### config.mk
export PLATFORM = sky130hd
export DESIGN_NAME = ecs3_decoder
export DESIGN_NICKNAME = d
export VERILOG_FILES = /design/src/rtl/ecs3_pkg.sv /design/src/rtl/ecs3_sym_decode.sv /design/src/rtl/ecs3_decoder.sv
export SDC_FILE = /design/constraint.sdc
export NUM_CORES = 1
export LEC_CHECK = 0
export CORE_MARGIN = 2
export CORE_UTILIZATION = 25
export DETAILED_ROUTE_END_ITERATION = 12
export PLACE_DENSITY = 0.54
export SYNTH_ARGS = -nofsm -noshare
export SYNTH_HDL_FRONTEND = slang
export SYNTH_SLANG_ARGS = --single-unit
### constraint.sdc
create_clock -name clk -period 3.5 [get_ports clk]
set_input_delay 0.7 -clock clk [delete_from_list [all_inputs] [get_ports clk]]
set_output_delay 0.7 -clock clk [all_outputs]
set_load 0.02 [all_outputs]
### src/rtl/ecs3_pkg.sv
// Shared ECS3 field widths, position constants and the packed symbol type.
package ecs3_pkg;

  localparam int NOI_W = 2;
  localparam int IND_W = 3;
  localparam int NIB_W = 4;

  localparam logic [IND_W-1:0] POS_NONE = 3'd0;
  localparam logic [IND_W-1:0] POS_D    = 3'd1;
  localparam logic [IND_W-1:0] POS_C    = 3'd2;
  localparam logic [IND_W-1:0] POS_B    = 3'd3;
  localparam logic [IND_W-1:0] POS_A    = 3'd4;

  typedef struct packed {
    logic             flag;
    logic [NOI_W-1:0] noi;
    logic [IND_W-1:0] ind0;
    logic [IND_W-1:0] ind1;
  } ecs3_sym_t;

  function automatic logic pos_valid(input logic [IND_W-1:0] ind);
    return (ind >= POS_D) && (ind <= POS_A);
  endfunction

endpackage

### src/rtl/ecs3_sym_decode.sv
// Combinational ECS3 symbol decoder: nibble reconstruction plus legality flag.
module ecs3_sym_decode
  import ecs3_pkg::*;
(
  input  ecs3_sym_t        sym,
  output logic [NIB_W-1:0] nib,
  output logic             illegal
);

  logic [1:0] bit0;
  logic [1:0] bit1;
  logic       legal;

  always_comb begin
    // Positions 1..4 map to bits 0..3; position 4 wraps to 2'b00 - 1 = 3.
    bit0 = sym.ind0[1:0] - 2'd1;
    bit1 = sym.ind1[1:0] - 2'd1;
    nib  = sym.flag ? {NIB_W{1'b1}} : {NIB_W{1'b0}};
    if ((sym.noi != 2'd0) && pos_valid(sym.ind0))
      nib[bit0] = ~nib[bit0];
    if ((sym.noi >= 2'd2) && pos_valid(sym.ind1))
      nib[bit1] = ~nib[bit1];
  end

  always_comb begin
    legal = 1'b0;
    case (sym.noi)
      2'd0:    legal = (sym.ind0 == POS_NONE) && (sym.ind1 == POS_NONE);
      2'd1:    legal = pos_valid(sym.ind0) && (sym.ind1 == POS_NONE);
      2'd2:    legal = !sym.flag && (sym.ind0 >= POS_D) &&
                       (sym.ind0 < sym.ind1) && (sym.ind1 <= POS_A);
      default: legal = 1'b0;
    endcase
    illegal = !legal;
  end

endmodule

### src/rtl/ecs3_decoder.sv
// ECS3 streaming decoder: decodes symbols to nibbles and packs them LSB-first into words.
// Optional legality checking on err/err_sticky is built when ECS3_ERR_CHK_EN is defined.
module ecs3_decoder
  import ecs3_pkg::*;
#(
  parameter int NIBBLES = 8
) (
  input  logic                         clk,
  input  logic                         rst,
  input  logic                         in_valid,
  output logic                         in_ready,
  input  logic                         in_flag,
  input  logic [NOI_W-1:0]             in_noi,
  input  logic [IND_W-1:0]             in_ind0,
  input  logic [IND_W-1:0]             in_ind1,
  input  logic                         in_last,
  output logic                         out_valid,
  input  logic                         out_ready,
  output logic [NIBBLES*NIB_W-1:0]     out_data,
  output logic [$clog2(NIBBLES+1)-1:0] out_cnt,
  output logic                         out_last,
  output logic                         err,
  output logic                         err_sticky
);

  localparam int W     = NIBBLES * NIB_W;
  localparam int CNT_W = $clog2(NIBBLES + 1);
  localparam int NC_W  = $clog2(NIBBLES);

  ecs3_sym_t        sym;
  logic [NIB_W-1:0] sym_nib;
  logic             sym_illegal;
  logic [NC_W-1:0]  nib_cnt;
  logic [W-1:0]     acc_p0;
  logic [W-1:0]     acc_wr;
  logic             commit_pending;
  logic             accept;

  assign sym = {in_flag, in_noi, in_ind0, in_ind1};

  ecs3_sym_decode u_dec (
    .sym     (sym),
    .nib     (sym_nib),
    .illegal (sym_illegal)
  );

  // Only a committing symbol can collide with an unconsumed output word.
  assign commit_pending = (nib_cnt == NC_W'(NIBBLES - 1)) || in_last;
  assign in_ready       = !(out_valid && !out_ready && commit_pending);
  assign accept         = in_valid && in_ready;

  always_comb begin
    acc_wr = acc_p0;
    acc_wr[int'(nib_cnt)*NIB_W +: NIB_W] = sym_nib;
  end

  // Stage p0: accumulation buffer -> output register
  always_ff @(posedge clk) begin
    if (rst) begin
      nib_cnt   <= '0;
      acc_p0    <= '0;
      out_valid <= 1'b0;
      out_data  <= '0;
      out_cnt   <= '0;
      out_last  <= 1'b0;
    end else if (accept && commit_pending) begin
      out_data  <= acc_wr;
      out_cnt   <= CNT_W'(nib_cnt) + CNT_W'(1);
      out_last  <= in_last;
      out_valid <= 1'b1;
      nib_cnt   <= '0;
      acc_p0    <= '0;
    end else begin
      if (accept) begin
        acc_p0  <= acc_wr;
        nib_cnt <= nib_cnt + NC_W'(1);
      end
      if (out_valid && out_ready)
        out_valid <= 1'b0;
    end
  end

`ifdef ECS3_ERR_CHK_EN
  always_ff @(posedge clk) begin
    if (rst) begin
      err        <= 1'b0;
      err_sticky <= 1'b0;
    end else begin
      err <= accept && sym_illegal;
      if (accept && sym_illegal)
        err_sticky <= 1'b1;
    end
  end
`else
  logic unused_illegal;
  assign unused_illegal = sym_illegal;
  assign err            = 1'b0;
  assign err_sticky     = 1'b0;
`endif

endmodule

==> summary.txt <==
Cells and area
  – Layout cells sized above 1: 0.132
  – Antenna cells: 0
  – Fill cells: 1433
  – Fin nets: 492
  – Sequential cell area: 1460 um2
  – Layout area overhead: 33.5%
  – Area of the multi-input gates: 1870 um2

Power and ir drop
  – Power Total: 2.39 mW
  – Worst vdd ir: 286 uV
  – Pwr/cell area: 514 nW/um2
  – P_leak: 1.68 nW

Synthesis
  – Ys flop type: dfxtp_1
  – Async SR Flop Fraction: 0
  – Yosys top cell area share: 0.420
  – Most common cell in the netlist: dfxtp_1
  – Average size of a mapped cell: 8.58 um2
  – Area contributors post-synth: dfxtp_1, a221oi_1, nand2_1
  – EDFF count, synth: 0
  – Yosys top cell by area: dfxtp_1
  – Mapped Cells: 406
  – Synth Cell Area: 3480 um2
  – Yosys cell types: 62
  – Most instantiated cells after synthesis: dfxtp_1, nand2_1, nor2_1
  – #FFs+latches synth: 73
  – Post-synthesis sequential area ratio: 0.420
  – Synth warnings: 0

Detailed routing
  – DRT iter0 DRCs: 207
  – Post-route ant nets: 0
  – Avg WL per Cell: 14.4 um
  – Met3 WL post-DR: 466 um
  – Vias per cell: 4.93
  – Final wirelength: 9360 um
  – Drt pass-1 iters: 4
  – Uppermost layer routed: met4
  – DRC viols: 0
  – Vias after detailed routing: 3207
  – Wire length on met1: 4670 um
  – Met2 wire len: 4130 um

Status
  – Status: complete, no violations

Worst setup path
  – Data arrival, critical path: 3.38 ns
  – Crit-path cells: clkdlybuf4s50_1, inv_1, ha_1, or2_2, o32ai_2, or4b_1, nand4_2, a221oi_1, nor3_1
  – Setup crit end kind: register
  – CP max stage cell: clkdlybuf4s50_1
  – CP Launch Type: primary input
  – Critical Path RT: 3.71 ns
  – Critical Path Max Stage Delay: 0.56 ns
  – CP Class: in -> reg
  – CP Max Fanout: 7

STA
  – Max Clk Rate: 315 MHz
  – Max-slew violations: 0
  – Total negative slack: 0 ns
  – Final worst path period need: 3.17 ns
  – Slew @ Worst Pin: 0.894 ns
  – Crit share post-route: 0.906
  – Rel. slew slack: 0.398
  – Final setup fails: 0
  – Final clock skew: 0.00490 ns
  – Final worst slack: 0.329 ns
  – RSZ-0062 raised after global routing: false
  – Final Hold Viols: 0
  – Worst hold margin: 0.450 ns

Global routing
  – Vias in the first global route: 3103
  – Largest net degree at the start of global routing: 41
  – Initial antenna violation count: 0
  – First-pass GRT wire length: 15400 um
  – Grt ovf: 0
  – GRT Util Overall: 0.131

Clock tree
  – Clock-pin slew on the worst setup and hold paths: 0.06 ns
  – CTS sink cnt: 73
  – Root buffer selected by CTS: clkbuf_16
  – Post-CTS Setup Bufs: 0
  – CTS H-Tree Depth: 3
  – Resized Gates After CTS: 0
  – Clk_lat worst skew: 0.33 ns
  – CTS tree: built
  – Clock tree buffer depth: 2
  – CTS buffer count: 9
  – Hold-fix buffers at CTS: 0

Placement
  – Placement Setup Slack: 0.00705 ns
  – DP HPWL: 6710 um
  – # port buffers: 52
  – RePlAce Congestion: 0.839

Floorplan
  – Core area: 13700 um2
  – Die Wd: 122 um
  – Total I/O pin count: 55
  – Total die area: 14900 um2
  – Starting Density: 0.254
  – Row count: 43
  – Height of the die: 122 um

Run
  – Max Cap Viol: 0

Min path
  – Worst Hold Class: reg -> reg
[final cells by class]
class                   instances  share of cell area
multi-input cells             301               0.401
clock buffers                  10              0.0514
clock inverters                 6              0.0296
flip-flops and latches         73               0.314
well taps                     180              0.0484
repair buffers                 73               0.149
inverters                       8             0.00646
[worst max-delay path, delay by kind of cell]
family / cells / cell delay [ns]
adder cells (fa/ha/maj): 1 / 0.35
AO/OA/AOI/OAI: 2 / 0.77
AND/OR/NAND/NOR: 4 / 0.90
buffers and inverters: 2 / 0.65
[logic make-up after synthesis]
logic type / Yosys count / synth area share
AOI/OAI and AO/OA: 108 / 0.225
xor gates and xnor gates: 3 / 0.00754
adders and majority gates: 12 / 0.0431
buffers and inverters: 33 / 0.0456
DFF: 73 / 0.420
muxes: 2 / 0.00575
other: 1 / 0.00108
and+or+nand+nor: 174 / 0.253
[where the power goes]
group	switching, mW	internal, mW
clock	0.352	0.791
sequential	0.0166	0.862
combinational	0.219	0.150
total	0.587	1.80
[layout by cell type, fill, tap and decap left out, drive strengths merged, types with 5 or more instances in the layout]
cell,n
a21oi,20
o21ai,28
nand3,7
ha,12
nor2,52
clkbuf,10
dfxtp,73
nor3,25
a221oi,24
clkdlybuf4s50,52
a211oi,13
buf,21
inv,9
a31oi,5
nand2,51
[per-layer routing]
metal / GRT usage / up-vias
li1: - / 1604
met1: 0.179 / 1516
met2: 0.200 / 78
met3: 0.0370 / 9
met4: 0.0402 / 0
met5: 0 / -
[sequential cells by signal (all words and copies together), names as in the netlist]
signal	cells
acc_p0	32
nib_cnt	3
out_cnt	4
out_data	32
out_last	1
out_valid	1
[final timing paths]
check | startpoint | end | slack [ns] | depth (start not counted)
worst max-delay path | in_ind1[0] | out_data[25]$_SDFFE_PP0P_ | 0.33 | 9
worst min-delay path | out_data[18]$_SDFFE_PP0P_ | out_data[18]$_SDFFE_PP0P_ | 0.45 | 2
worst max register to register | nib_cnt[0]$_SDFFE_PP0P_ | acc_p0[16]$_SDFFE_PP0P_ | 0.76 | 8
worst min register to register | out_data[18]$_SDFFE_PP0P_ | out_data[18]$_SDFFE_PP0P_ | 0.45 | 2
[metrics by stage]
step | cells | cell area [um2] | util
3_5_place_dp | 635 | 4270 | 0.312
4_1_cts | 651 | 4650 | 0.339
3_3_place_gp | 635 | 4270 | 0.312
2_1_floorplan | 407 | 3490 | -
5_1_grt | 651 | 4650 | 0.339
6_report | 651 | 4650 | 0.339
No activity file was read; power rests on OpenSTA's default activity.
==> patch (same settings) <==
The parameter `NIBBLES` goes from 8 to 16.
--- a/src/rtl/ecs3_decoder.sv
+++ b/src/rtl/ecs3_decoder.sv
@@ -3,7 +3,7 @@
 module ecs3_decoder
   import ecs3_pkg::*;
 #(
-  parameter int NIBBLES = 8
+  parameter int NIBBLES = 16
 ) (
   input  logic                         clk,
   input  logic                         rst,
Ports: changed (resized out_cnt and out_data); port bits go from 55 to 88. The function was not compared with the original's and may differ.
==> patch against the original RTL <==
  * Total power up 53%
  * Worst setup slack improved by 0.18 ns
  * Cell area grew 73%
  * Final cell count is 72% higher
  * Sequential cell count rose by 66
  * Routed wire length is 98% higher
  * Non-clock buffer count is 38 higher
  * Synthesized area is 79% higher
  * Count of clock-buffer cells in the layout grew 13
  * Die area increased by 76%
  * Highest routed layer unchanged
==> patch: results (changes against the original RTL) <==
Mapped Area = 0.00625 mm² (+79%)
GPL Wtd Cong = 0.867 (+3.4%)
sequential area share after synthesis = 44.5% (+2.6 points)
vias in the first global route = 5,370 (+73%)
first-pass GRT wire length = 29.7 mm (+92%)
CTS Buf Count = 17 (+8)
top post-synthesis cells by area = dfxtp_1 45%, o21ai_0 6.6%, nand3_1 3.9%
HPWL after DPL = 12.7 mm (+89%)
synth cell count leaders = 139 x dfxtp_1, 82 x o21ai_0, 62 x nand2_1
met3 GRT Util = 3.37% (-0.33 points)
DR vias/cell = 5.04 (+2.3%)
VDD IR max = 234 µV (-18%)
Iter 0 DRT Violations = 344 (+66%)
synthesized area per cell = 8.78 µm² (+2.3%)
leakage = 2.82 nW (+68%)
layout net count = 805 (+64%)
outcome = finished, final reports clean
htree depth = 4 (+1)
placed cells = 1,088 (+71%)
I/O Buffers = 85 (+63%)
met1 Usage GRT = 19.3% (+1.4 points)
largest net degree at the start of global routing = 43 (+4.9%)
grt met2 use = 22.7% (+2.6 points)
biggest regs = acc_p0 x64, out_data x64, out_cnt x5
Unique masters post-synth = 60 (-3.2%)
Internal Pwr Total = 2.74 mW (+52%)
## patch: cell count changes after synthesis, moves of 25 or more
cell and delta:
and3_1 +35, nor2_1 -31, nand3_1 +42, a31oi_1 +31
dfxtp_1 +66, o21ai_0 +54, o22ai_1 +25
## patch: layer usage
layer	up-vias	share of wire, %
met5	-	0
met4	0	0.62
met3	8	4.2
met2	119	48
met1	2665	47
li1	2850	-
## patch: cells by family after synthesis
| kind of cell | synth area share [%] |
|---|---|
| AO/OA/AOI/OAI | 23.7 |
| XOR/XNOR | 0.561 |
| adder cells (fa/ha/maj) | 1.60 |
| buffers and inverters | 4.81 |
| flip-flops | 44.5 |
| multiplexers | 0.320 |
| other | 0.0600 |
| AND/OR/NAND/NOR | 24.4 |
## patch: area by class of cell
class	count	area [µm²]	share of cell area, %
multi-input cells	508	3210	39.8
flip-flops and latches	139	2780	34.5
repair buffers	111	1100	13.6
clock buffers	23	478	5.93
well taps	324	405	5.03
clock inverters	9	70.1	0.869
inverters	6	22.5	0.279
## patch: stage by stage
| stage | instance area, µm² | hold slack [ns] | setup slack, ns | utilization (%) |
|---|---|---|---|---|
| final | 8060 | 0.455 | 0.509 | 33.0 |
| after global routing | 8060 | 0.478 | 0.387 | 33.0 |
| after CTS | 8060 | 0.458 | 0.481 | 33.0 |
| after detailed placement | 7510 | 0.450 | 0.213 | 30.7 |
| after global placement | 7510 | 0.445 | 0.290 | 30.7 |
| after floorplan | 6250 | 0.436 | 0.983 | - |
## patch: final timing paths
check	from	endpoint	slack, ns	cells after the start
worst min-delay path	out_cnt[1]	out_cnt[1]	0.46	2
worst max register to register	nib_cnt[0]	out_data[35]	0.64	7
worst min register to register	out_cnt[1]	out_cnt[1]	0.46	2
worst max-delay path	nib_cnt[0]	in_ready	0.51	4
## patch: power by group through the flow
stage	clock [mW]	combinational (mW)	sequential [mW]
6_report	1.67	0.369	1.61
5_1_grt	1.78	0.402	1.61
4_1_cts	1.70	0.370	1.61
3_5_place_dp	0	0.369	1.65
3_3_place_gp	0	0.367	1.65
2_1_floorplan	0	0.217	1.65
## patch: critical path, cell delays in order (launching register included)
cell             delay (ns)
dfxtp_1                0.65
ha_1                   0.35
a31o_2                 0.26
nand2b_1               0.07
clkdlybuf4s50_1        0.54
